$ cat src/rtl/picomips_pkg.sv
// Shared types and key assignments for the picoMIPS board I/O controller.
package picomips_pkg;

  typedef enum logic [1:0] {S_RESET, S_RUN, S_STEP} io_state_t;

  localparam int KEY_RST  = 0;
  localparam int KEY_STEP = 1;
  localparam int KEY_MODE = 2;

  function automatic io_state_t mode_state(input logic run);
    return run ? S_RUN : S_STEP;
  endfunction

endpackage

$ cat src/rtl/btn_debounce.sv
// One key: two-flop synchroniser, stable-count debouncer and a press pulse.
module btn_debounce #(
  parameter int DEBOUNCE_CYCLES = 16
) (
  input  logic clk,
  input  logic nRst,
  input  logic btn_raw,
  output logic btn_level,
  output logic btn_press
);

  localparam int CW = (DEBOUNCE_CYCLES > 1) ? $clog2(DEBOUNCE_CYCLES) : 1;

  logic          r_sync1;
  logic          r_sync2;
  logic          r_level;
  logic          r_level_d;
  logic          r_press;
  logic [CW-1:0] r_cnt;
  logic          w_s;

  assign w_s = ~r_sync2;

  always_ff @(posedge clk) begin
    if (!nRst) begin
      // NOTE: sync flops reset to the released (high) level so a reset never looks like a press.
      r_sync1   <= 1'b1;
      r_sync2   <= 1'b1;
      r_level   <= 1'b0;
      r_level_d <= 1'b0;
      r_press   <= 1'b0;
      r_cnt     <= '0;
    end else begin
      // NOTE: non-blocking assignments make every flop sample pre-edge values, giving a true shift chain.
      r_sync1   <= btn_raw;
      r_sync2   <= r_sync1;
      r_level_d <= r_level;
      r_press   <= r_level & ~r_level_d;
      if (w_s == r_level) begin
        r_cnt <= '0;
      end else if (r_cnt == CW'(DEBOUNCE_CYCLES - 1)) begin
        r_level <= w_s;
        r_cnt   <= '0;
      end else begin
        r_cnt <= r_cnt + 1'b1;
      end
    end
  end

  assign btn_level = r_level;
  assign btn_press = r_press;

endmodule

$ cat src/rtl/picomips_io_ctrl.sv
// Board I/O controller: debounced keys, stretched core reset, RUN/STEP clock enable, LED register.
module picomips_io_ctrl
  import picomips_pkg::*;
#(
  parameter int N_BTN           = 4,
  parameter int DEBOUNCE_CYCLES = 16,
  parameter int RST_HOLD        = 8,
  parameter int LED_W           = 8
) (
  input  logic             clk,
  input  logic             nRst,
  input  logic [N_BTN-1:0] btn_raw,
  input  logic [LED_W-1:0] led_in,
  output logic [N_BTN-1:0] btn_level,
  output logic [N_BTN-1:0] btn_press,
  output logic             core_nRst,
  output logic             core_en,
  output logic             run_mode,
  output logic [LED_W-1:0] LED
);

  localparam int HW = (RST_HOLD > 1) ? $clog2(RST_HOLD) : 1;

  logic [N_BTN-1:0] w_level;
  logic [N_BTN-1:0] w_press;

  io_state_t        r_state;
  logic [HW-1:0]    r_hold;
  logic             r_core_nrst;
  logic             r_core_en;
  logic             r_run_mode;
  logic [LED_W-1:0] r_led;

  for (genvar gi = 0; gi < N_BTN; gi++) begin : g_key
    btn_debounce #(
      .DEBOUNCE_CYCLES(DEBOUNCE_CYCLES)
    ) u_deb (
      .clk       (clk),
      .nRst      (nRst),
      .btn_raw   (btn_raw[gi]),
      .btn_level (w_level[gi]),
      .btn_press (w_press[gi])
    );
  end

  always_ff @(posedge clk) begin
    if (!nRst) begin
      r_state     <= S_RESET;
      r_hold      <= '0;
      r_core_nrst <= 1'b0;
      r_core_en   <= 1'b0;
      r_run_mode  <= 1'b1;
      r_led       <= '0;
    end else begin
      // The LED follows whatever the core produced during its last enabled cycle.
      if (r_state == S_RESET) begin
        r_led <= '0;
      end else if (r_core_en) begin
        r_led <= led_in;
      end

      if (w_level[KEY_RST]) begin
        r_state     <= S_RESET;
        r_hold      <= '0;
        r_core_nrst <= 1'b0;
        r_core_en   <= 1'b0;
      end else begin
        case (r_state)
          S_RESET: begin
            if (r_hold == HW'(RST_HOLD - 1)) begin
              r_state     <= mode_state(r_run_mode);
              r_hold      <= '0;
              r_core_nrst <= 1'b1;
              r_core_en   <= r_run_mode;
            end else begin
              r_hold <= r_hold + 1'b1;
            end
          end
          S_RUN: begin
            if (w_press[KEY_MODE]) begin
              r_state    <= S_STEP;
              r_run_mode <= 1'b0;
              r_core_en  <= 1'b0;
            end else begin
              r_core_en <= 1'b1;
            end
          end
          S_STEP: begin
            // A mode toggle swallows a step request arriving in the same cycle.
            if (w_press[KEY_MODE]) begin
              r_state    <= S_RUN;
              r_run_mode <= 1'b1;
              r_core_en  <= 1'b1;
            end else begin
              r_core_en <= w_press[KEY_STEP];
            end
          end
          default: begin
            r_state     <= S_RESET;
            r_hold      <= '0;
            r_core_nrst <= 1'b0;
            r_core_en   <= 1'b0;
          end
        endcase
      end
    end
  end

  assign btn_level = w_level;
  assign btn_press = w_press;
  assign core_nRst = r_core_nrst;
  assign core_en   = r_core_en;
  assign run_mode  = r_run_mode;
  assign LED       = r_led;

endmodule

$ cat config.mk
export PLATFORM = sky130hd
export DESIGN_NAME = picomips_io_ctrl
export DESIGN_NICKNAME = d
export VERILOG_FILES = /design/src/rtl/picomips_pkg.sv /design/src/rtl/btn_debounce.sv /design/src/rtl/picomips_io_ctrl.sv
export SDC_FILE = /design/constraint.sdc
export NUM_CORES = 1
export LEC_CHECK = 0
export BUFFER_PORTS_ARGS = -buffer_cell sky130_fd_sc_hd__buf_2
export CAP_MARGIN = 15
export CORE_MARGIN = 3
export CORE_UTILIZATION = 49
export CTS_CLUSTER_DIAMETER = 120
export DETAILED_ROUTE_END_ITERATION = 16
export PLACE_DENSITY_LB_ADDON = 0.15
export SYNTH_ARGS = -nofsm -noshare
export SYNTH_HDL_FRONTEND = slang
export SYNTH_HIERARCHICAL = 1
export SYNTH_SLANG_ARGS = --single-unit
export TNS_END_PERCENT = 30
$ cat constraint.sdc
create_clock -name clk -period 1.3 [get_ports clk]
set_input_delay 0.39 -clock clk [delete_from_list [all_inputs] [get_ports clk]]
set_output_delay 0.39 -clock clk [all_outputs]
set_load 0.01 [all_outputs]
Yosys cells after proc, flatten, opt, wreduce, memory -nomap -nowiden
Index checks and enable logic that the tools add are counted.
Widths: inputs -> output; s select.
- flip-flop bits (word level): 52
- memory bits (read-only): 0
- bits in writable memories: 0
- latch bits: 0
- output and inout bits: 19
- word-level logic and storage cells: 100
- memories kept: 0
- input port bits: 14
- shift-type cells: 0
- divide/modulo/power cells: 0
- order comparisons: 0
- reductions and logical operators: 16
- add/subtract/negate cells: 5
- multipliers: 0
- equality and inequality tests: 14
- bitwise operators: 19
- muxes and demuxes: 16
- operators with widths (cell ; number):
    $add 4x1->4 const B ; 4
    $eq 4x4->1 const B ; 4
    $not 1->1 ; 15
    $reduce_or 3->1 ; 4
    $reduce_and 2->1 ; 5
    $mux 2 ; 4
    $mux 1 ; 6
    $ne 2x1->1 const B ; 3
    $pmux 2 s3 ; 1
    $pmux 3 s2 ; 1
    $reduce_or 2->1 ; 3
    $and 1x1->1 ; 4
    $eq 1x1->1 ; 4
    $pmux 1 s2 ; 2
    $reduce_and 4->1 ; 1
    $add 3x1->3 const B ; 1
    $eq 3x3->1 const B ; 1
    $mux 3 ; 1
    $pmux 1 s3 ; 1
    $reduce_and 3->1 ; 1
    $eq 2x1->1 const B ; 1
    $eq 2x2->1 const B ; 1
    $logic_not 2->1 ; 1
    $reduce_bool 2->1 ; 1

Depth between registers and ports, before layout
Gate-level depths: netlist (run 1).
- depth after elaboration: 4
- mapped depth: 5
- gate-level depth less buffers: 5

Hierarchy
Netlist (run 1), hierarchy kept.
- modules (own cells, without submodules) (module ; area each (µm²) ; times used ; cells each ; seq. area each (µm²)):
    btn_debounce ; 300.3 ; 4 ; 29 ; 180.2
    picomips_io_ctrl ; 758.2 ; 1 ; 80 ; 320.3

Worst setup path after synthesis (run 1)
OpenSTA, ideal clock, no wires.
- path kind: reg2reg
- start point: reg r_state[0]
- end point: reg r_run_mode (netlist: run_mode)
- clock period less this slack: 1405 ps
- data required time: 1177 ps
- setup slack: -105 ps
- stages on the path, launching flop included: 6
- setup time: 123 ps
- data arrival time: 1281 ps
- path buffers: 0
- cells stage by stage: dfxtp_1 > inv_1 > ha_1 > inv_1 > nor4_1 > o21ai_1
- word-level cells in the longest chain between the ends: 3
- elaborated cells between the ends (all ways): 7
- classes of those cells: eq/ne (4); mux (1); reduce/logical (2)
- ends and longest elaborated chain (item ; line ; text):
    start: declaration ; picomips_io_ctrl.sv:27 ; io_state_t r_state;
    start signal: assignment ; picomips_io_ctrl.sv:71 ; r_state <= mode_state(r_run_mode);
    $eq 2x1->1 or $eq 2x2->1 (tied branches) ; picomips_io_ctrl.sv:68 ; case (r_state)
    $ne 2x1->1 (no source line) or $reduce_bool 2->1 (tied branches) ; -- ;
    $reduce_and 4->1 (no source line) ; -- ;
    end signal: assignment ; picomips_io_ctrl.sv:52 ; r_run_mode <= 1'b1;
    end signal: assignment ; picomips_io_ctrl.sv:82 ; r_run_mode <= 1'b0;
    end signal: assignment ; picomips_io_ctrl.sv:92 ; r_run_mode <= 1'b1;
    end: declaration ; picomips_io_ctrl.sv:31 ; logic r_run_mode;
Several ways; a longest one is shown, not always the timed one.
A chain may end at the register's enable or synchronous reset.

Final worst setup path (run 1)
- start point: reg r_hold[0]
- end point: reg r_hold[0]
- word-level cells in the longest chain between the ends: 3
- elaborated cells between the ends (all ways): 4
- classes of those cells: add/sub (1); eq/ne (1); mux (2)
- ends and longest elaborated chain (item ; line ; text):
    start: declaration ; picomips_io_ctrl.sv:28 ; logic [HW-1:0] r_hold;
    start signal: assignment ; picomips_io_ctrl.sv:76 ; r_hold <= r_hold + 1'b1;
    $add 3x1->3 or $eq 3x3->1 (tied branches) ; picomips_io_ctrl.sv:76, picomips_io_ctrl.sv:70 ;
    $mux 3 * ; picomips_io_ctrl.sv:70 ; if (r_hold == HW'(RST_HOLD - 1)) begin
    $pmux 3 s2 * ; picomips_io_ctrl.sv:68 ;
Every way passes the cells marked *; elsewhere a longest branch is shown, timed or not.

==> flow_summary_export.csv, run 1 <==
group,metric,value,unit
power,seq_power_share,42.6,%
logic_synthesis,synth_compound_area_share,7.54,%
cells_and_area,syn_to_final_growth,25.0,%
logic_synthesis,yosysWarnings,6,
drt,wl,3700,um
sta,fin_skew,0.00381,ns
clock_network,clockRootBuffer,"clkbuf_8",
clock_network,holdBufCountCts,0,
logic_synthesis,async_flop_share,0,%
power,p_comb_share,36.1,%
run_status,status,"finished with violations",
clock_network,cts_tree,"done",
logic_synthesis,synth_edf_count,0,
die,die_w,69.2,um
hold_path,hold_path_class,"input port to flip-flop",
sta,max-slew-margin-rel,78.0,%
drt,wl_per_cell,12.6,um
logic_synthesis,synthSimpleGateAreaFrac,18.8,%
clock_network,htree_num_levels,2,
cells_and_area,multi_input_area,927,um^2
run_status,violations,"negative setup slack",
sta,finalHoldViolCount,0,
setup_path,crit_required,1.52,ns
sta,period_needed,1.32,ns
drt,drc,0,
logic_synthesis,synth-seq-cells,52,
cells_and_area,stdcell_count,293,
power,leakage,1.10,nW
setup_path,worst-setup-path-type,"flip-flop to flip-flop",
grt,grt_pass1_wl,6330,um
logic_synthesis,synth.distinct_cells,32,
grt,grt_pass1_vias,1484,
placement,io_buffers,32,
sta,rsz0062_at_grt,"true",
clock_network,clock_path_buffers,2,
sta,setup_slack,-0.0215,ns
setup_path,crit_start,"r_hold[0]",
logic_synthesis,synthesis.nets,221,
grt,grt_max_degree,20,
setup_path,cp_cell_sequence,"ha_4 > ha_4 > nand2b_4 > or3_4 > a21oi_2",
power,peakVddDrop,0.000970,V
logic_synthesis,synth_xor_area_share,5.36,%
drt,ant_nets,0,
setup_path,max_stage_delay,0.34,ns
placement,place_inst,284,
die,fp.dieArea,4790,um^2
die,design.core.area,3740,um^2
cells_and_area,num_antenna_cells,0,
setup_path,r2r_start,"r_hold[0]",
drt,vias,1482,
logic_synthesis,yosysSeqAreaShare,53.1,%
logic_synthesis,synthMuxAreaShare,4.66,%
drt,dr.pass1.iters,4,
drt,via_per_inst,5.06,
die,placementRows,22,
sta,worst_pin_slew,0.329,ns
power,power_frac_clock,21.4,%
clock_network,clkTransAtPathRegs,0.09,ns
run,cap_violations,0,
placement,pre_cts_slack,-0.0657,ns
logic_synthesis,yosysTopAreaCell,"dfxtp_1",
power,pwr_density_cell,1770,nW/um^2
setup_path,cp_slowest_cell,"dfxtp_2",
setup_path,worstPathMaxFanout,2,
sta,fmaxAchievable,757,MHz
logic_synthesis,synth_top_cell_area_share,53.1,%
placement,place.gp.congestion,0.796,
power,internal-power,2.97,mW
setup_path,crit_arrival,1.54,ns
clock_network,numCtsBuffers,5,
setup_path,cp_top_family,"simple AND/OR/NAND/NOR gates",
sta,setup_viol,1,
sta,timing.hold.ws,0.271,ns
cells_and_area,finalNetCount,269,
cells_and_area,seq_area,1050,um^2
grt,grt_overflow,0,
power,switchingPower,1.36,mW
grt,track_usage,16.0,%
logic_synthesis,synth_most_common_cell,"dfxtp_1",
cells_and_area,fillers,319,
logic_synthesis,synthTopCellsByCount,"52 x dfxtp_1, 22 x nor2_1, 15 x inv_1",
cells_and_area,design_area,2450,um^2
power,switching_share,31.5,%
die,start_util,52.3,%
placement,place_hpwl,2720,um
logic_synthesis,syn_area,1960,um^2
die,die_h,69.2,um
sta,post-route-period-util,102,%
sta,finalMaxSlewViolations,0,
clock_network,clk_latency,0.30,ns
setup_path,cp-end-kind,"flip-flop",
die,ioPinCount,33,
logic_synthesis,synthAdderAreaFrac,7.02,%
hold_path,min-delay-start,"btn_raw[3]",
placement,dpl_cell_area,2270,um^2
cells_and_area,post-route-util,65.4,%
clock_network,clock-sinks,52,
setup_path,cp-start-kind,"flip-flop",
logic_synthesis,synth_area_leaders,"dfxtp_1 53%, ha_1 7.0%, nor2_1 4.2%, mux2i_1 4.1%, nand3_1 3.6%",
logic_synthesis,synth_cells,196,
setup_path,crit_path_frequent_cell,"ha_4",
logic_synthesis,synthFlopType,"dfxtp_1",
drt,drt_iter0_drc,62,
grt,grt_antenna_before_repair,0,
setup_path,path_buf_inv,0,
logic_synthesis,syn_area_per_cell,10.0,um^2
logic_synthesis,synth_top_family_by_area,"simple AND/OR/NAND/NOR gates",
cells_and_area,layout-drive-gt1-share,35.1,%
[through the flow]
| stage | total power [mW] | setup TNS (ns) |
|---|---|---|
| after CTS | 4.21 | -0.0785 |
| after global routing | 4.58 | -0.154 |
| final | 4.33 | -0.0215 |
| after global placement | 3.07 | -0.0125 |
| after detailed placement | 3.13 | -0.168 |
| after floorplan | 2.70 | -0.0239 |
[cell type report]
cell class | instances | area share (%)
sequential | 52 | 43.0
clock buffer | 6 | 3.37
timing repair buffer | 43 | 10.4
clock inverter | 2 | 0.409
tap | 48 | 2.45
multi-input combinational | 126 | 37.8
inverter | 16 | 2.55
[routing by layer]
metal | GRT usage (%) | up-vias | part of all wire (%)
li1 | - | 747 | -
met3 | 4.93 | 7 | 3.9
met1 | 17.7 | 703 | 43
met5 | 0 | - | 0
met2 | 28.5 | 25 | 52
met4 | 6.07 | 0 | 1.5
[placed cells by master, fill, tap and decap left out, types with 2 or more instances in the layout]
cell type,instances
a211oi_2,2
a21oi_1,9
a21oi_2,3
and2_2,4
and3_2,4
buf_2,32
buf_4,10
clkbuf_8,6
clkinv_2,2
dfxtp_1,45
dfxtp_2,6
ha_1,7
ha_4,3
inv_1,13
inv_2,2
mux2i_1,8
nand2_1,6
nand2b_1,10
nand3_1,14
nor2_1,21
nor2b_1,4
o21ai_0,5
xnor2_1,4
xor2_1,8
[state kept, by name (all words and copies together) (netlist names), 2 cells and up]
| signal | count |
|---|---|
| g_key.u_deb/r_sync2 | 4 |
| r_hold | 3 |
| g_key.u_deb/btn_level | 4 |
| g_key.u_deb/r_cnt | 16 |
| g_key.u_deb/r_level_d | 4 |
| g_key.u_deb/btn_press | 4 |
| g_key.u_deb/r_sync1 | 4 |
| LED | 8 |
| r_state | 2 |
[repair_timing]
item / 4_1_cts / 5_1_grt
endpoints found under the setup margin: 5 / 7
setup buffers: 1 / 0
gates resized for setup: 12 / 10
pin swaps: 3 / 5
[cells by family (layout without fill, tap and decap cells)]
logic type                 count (synthesis)  count (layout)
and+or+nand+nor                           70              70
DFF                                       52              52
AOI/OAI and AO/OA                         24              24
buffers and inverters                     18              67
xor gates and xnor gates                  12              12
adders and majority gates                 11              11
muxes                                      9               9
[worst register-to-register path: stages (launching register included)]
cell      delay (ns)
dfxtp_2         0.34
ha_4            0.16
ha_4            0.15
nand2b_4        0.13
or3_4           0.33
a21oi_2         0.13
[final timing paths]
check,endpoint,slack (ns),cells after the start
max,r_hold[0],-0.02,5
min reg2reg,g_key[2].u_deb/btn_press,0.38,1
max reg2reg,r_hold[0],-0.02,5
min,g_key[3].u_deb/r_sync1,0.27,2
[power by group through the flow]
stage	clock network, mW	logic (mW)	registers (mW)
final	0.925	1.56	1.84
after global placement	0	1.24	1.83
after global routing	1.02	1.70	1.86
after detailed placement	0	1.29	1.84
after CTS	0.946	1.44	1.82
after floorplan	0	0.862	1.84
No activity file was read; power rests on OpenSTA's default activity.
==> run 2: changes to the inputs <==
BUFFER_PORTS_ARGS = -buffer_cell sky130_fd_sc_hd__clkbuf_2   (was -buffer_cell sky130_fd_sc_hd__buf_2)
==> run 2 against run 1 <==
  * The run still ends with negative setup slack left
  * Die area stayed put
  * First-iteration DRC count is 27% higher
  * Wire length is 1.4% lower
  * Sequential power hardly changed
  * Fmax is 0.70% higher
  * Power is 2.5% higher
  * Core utilization is 0.57 points higher
  * Register-to-register slack hardly changed
  * Cell count is 0.34% higher
  * Flip-flop and latch count stayed put
  * Highest routed layer unchanged
==> flow_summary_export.csv, run 2 (synthesized netlist as in run 1, its figures left out) <==
group,metric,value,unit
setup_path,cp_slowest_cell,"dfxtp_2",
die,fp.dieArea,4790,um^2
power,peakVddDrop,0.000838,V
clock_network,clkTransAtPathRegs,0.09,ns
grt,grt_max_degree,20,
setup_path,cp-end-kind,"flip-flop",
drt,wl_per_cell,12.4,um
clock_network,clockRootBuffer,"clkbuf_8",
drt,highest_layer,"met4",
clock_network,cts_tree,"done",
drt,via_per_inst,5.00,
cells_and_area,top_register,"g_key.u_deb/r_cnt",
cells_and_area,layout_commonest_cell,"dfxtp_1",
placement,io_buffers,32,
cells_and_area,syn_to_final_growth,26.1,%
drt,drc,0,
run_status,violations,"negative setup slack",
cells_and_area,largest_register_ffs,16,
placement,place_hpwl,2750,um
sta,finalMaxSlewViolations,0,
die,die_h,69.2,um
drt,drt_iter0_drc,79,
cells_and_area,stdcell_count,294,
placement,pre_cts_slack,-0.0735,ns
sta,post-route-period-util,101,%
die,die_w,69.2,um
cells_and_area,mostFrequentLayoutCells,"42 x dfxtp_1, 32 x clkbuf_2, 21 x nor2_1",
grt,grt_pass1_vias,1446,
grt,grt_antenna_before_repair,0,
sta,rsz0062_at_grt,"true",
cells_and_area,finalNetCount,270,
setup_path,crit_required,1.54,ns
drt,dr.pass1.iters,4,
sta,timing.hold.ws,0.256,ns
setup_path,path_buf_inv,0,
placement,place_inst,284,
sta,setup_slack,-0.0123,ns
die,design.core.area,3740,um^2
sta,finalHoldViolCount,0,
drt,wl_met1,1440,um
drt,wl_met3,187,um
setup_path,worst-setup-path-type,"flip-flop to flip-flop",
hold_path,hold_path_class,"input port to flip-flop",
clock_network,htree_num_levels,2,
drt,vias,1471,
sta,fin_skew,0.00570,ns
setup_path,crit_arrival,1.55,ns
cells_and_area,layout-drive-gt1-share,36.2,%
grt,grt_pass1_wl,6290,um
setup_path,worstPathMaxFanout,3,
setup_path,crit_path_frequent_cell,"ha_4",
setup_path,max_stage_delay,0.34,ns
setup_path,cp_top_family,"simple AND/OR/NAND/NOR gates",
placement,place.gp.congestion,0.793,
sta,period_needed,1.31,ns
clock_network,holdBufCountCts,0,
cells_and_area,design_area,2470,um^2
cells_and_area,num_antenna_cells,0,
setup_path,cp_cell_sequence,"ha_4 > ha_4 > nand2b_4 > or3_4 > a21oi_2",
power,pwr_density_cell,1800,nW/um^2
sta,setup_viol,2,
grt,grt_overflow,0,
drt,wl_met2,1960,um
run,cap_violations,0,
clock_network,clock-sinks,52,
sta,worst_pin_slew,0.312,ns
drt,ant_nets,0,
power,leakage,1.09,nW
drt,wl,3650,um
clock_network,numCtsBuffers,5,
placement,dpl_cell_area,2270,um^2
clock_network,clock_path_buffers,2,
die,ioPinCount,33,
sta,setup-tns-final,-0.0195,ns
cells_and_area,fillers,304,
die,placementRows,22,
grt,track_usage,16.6,%
setup_path,cp-start-kind,"flip-flop",
die,start_util,52.3,%
sta,fmaxAchievable,762,MHz
run_status,status,"finished with violations",
clock_network,clk_latency,0.31,ns
sta,max-slew-margin-rel,79.1,%
==> run 2: final timing paths <==
path | to | slack (ns) | cells past startpoint | start
worst min register to register | g_key[2].u_deb/btn_press | 0.38 | 1 | g_key[2].u_deb/r_level_d
worst max register to register | r_hold[0] | -0.01 | 5 | r_hold[1]
worst max-delay path | r_hold[0] | -0.01 | 5 | r_hold[1]
worst min-delay path | g_key[1].u_deb/r_sync1 | 0.26 | 2 | btn_raw[1]
==> run 2: report_power, final <==
| group | leakage, nW | total [mW] | internal, mW | switching, mW |
|---|---|---|---|---|
| clock network | 0.0541 | 1.07 | 0.569 | 0.504 |
| logic | 0.612 | 1.53 | 0.809 | 0.724 |
| registers | 0.426 | 1.83 | 1.72 | 0.110 |
==> run 2: routing by layer <==
metal	track usage [%]	vias up
met3	6.23	6
met1	18.3	691
li1	-	745
met4	6.72	0
met5	0	-
met2	28.7	29
==> run 2: area by class of cell <==
| type | count | area (um^2) | share of cell area [%] |
|---|---|---|---|
| multi-input cells | 126 | 923 | 37.4 |
| repair buffers | 44 | 263 | 10.6 |
| flip-flops and latches | 52 | 1050 | 42.6 |
| clock buffers | 5 | 68.8 | 2.78 |
| well taps | 48 | 60.1 | 2.43 |
| clock inverters | 3 | 42.5 | 1.72 |
| inverters | 16 | 60.1 | 2.43 |
==> run 2: per-stage QoR <==
stage                     power, mW  utilization [%]
after floorplan                2.70                -
after global placement         3.07             60.8
after detailed placement       3.14             60.8
after CTS                      4.42             65.4
after global routing           4.72             66.0
final                          4.44             66.0
==> run 2: repair_timing <==
| action | 4_1_cts | 5_1_grt |
|---|---|---|
| resized for setup | 15 | 7 |
| buffers inserted | 1 | 1 |
| pin swaps | 3 | 6 |
| endpoints found under the setup margin | 7 | 10 |
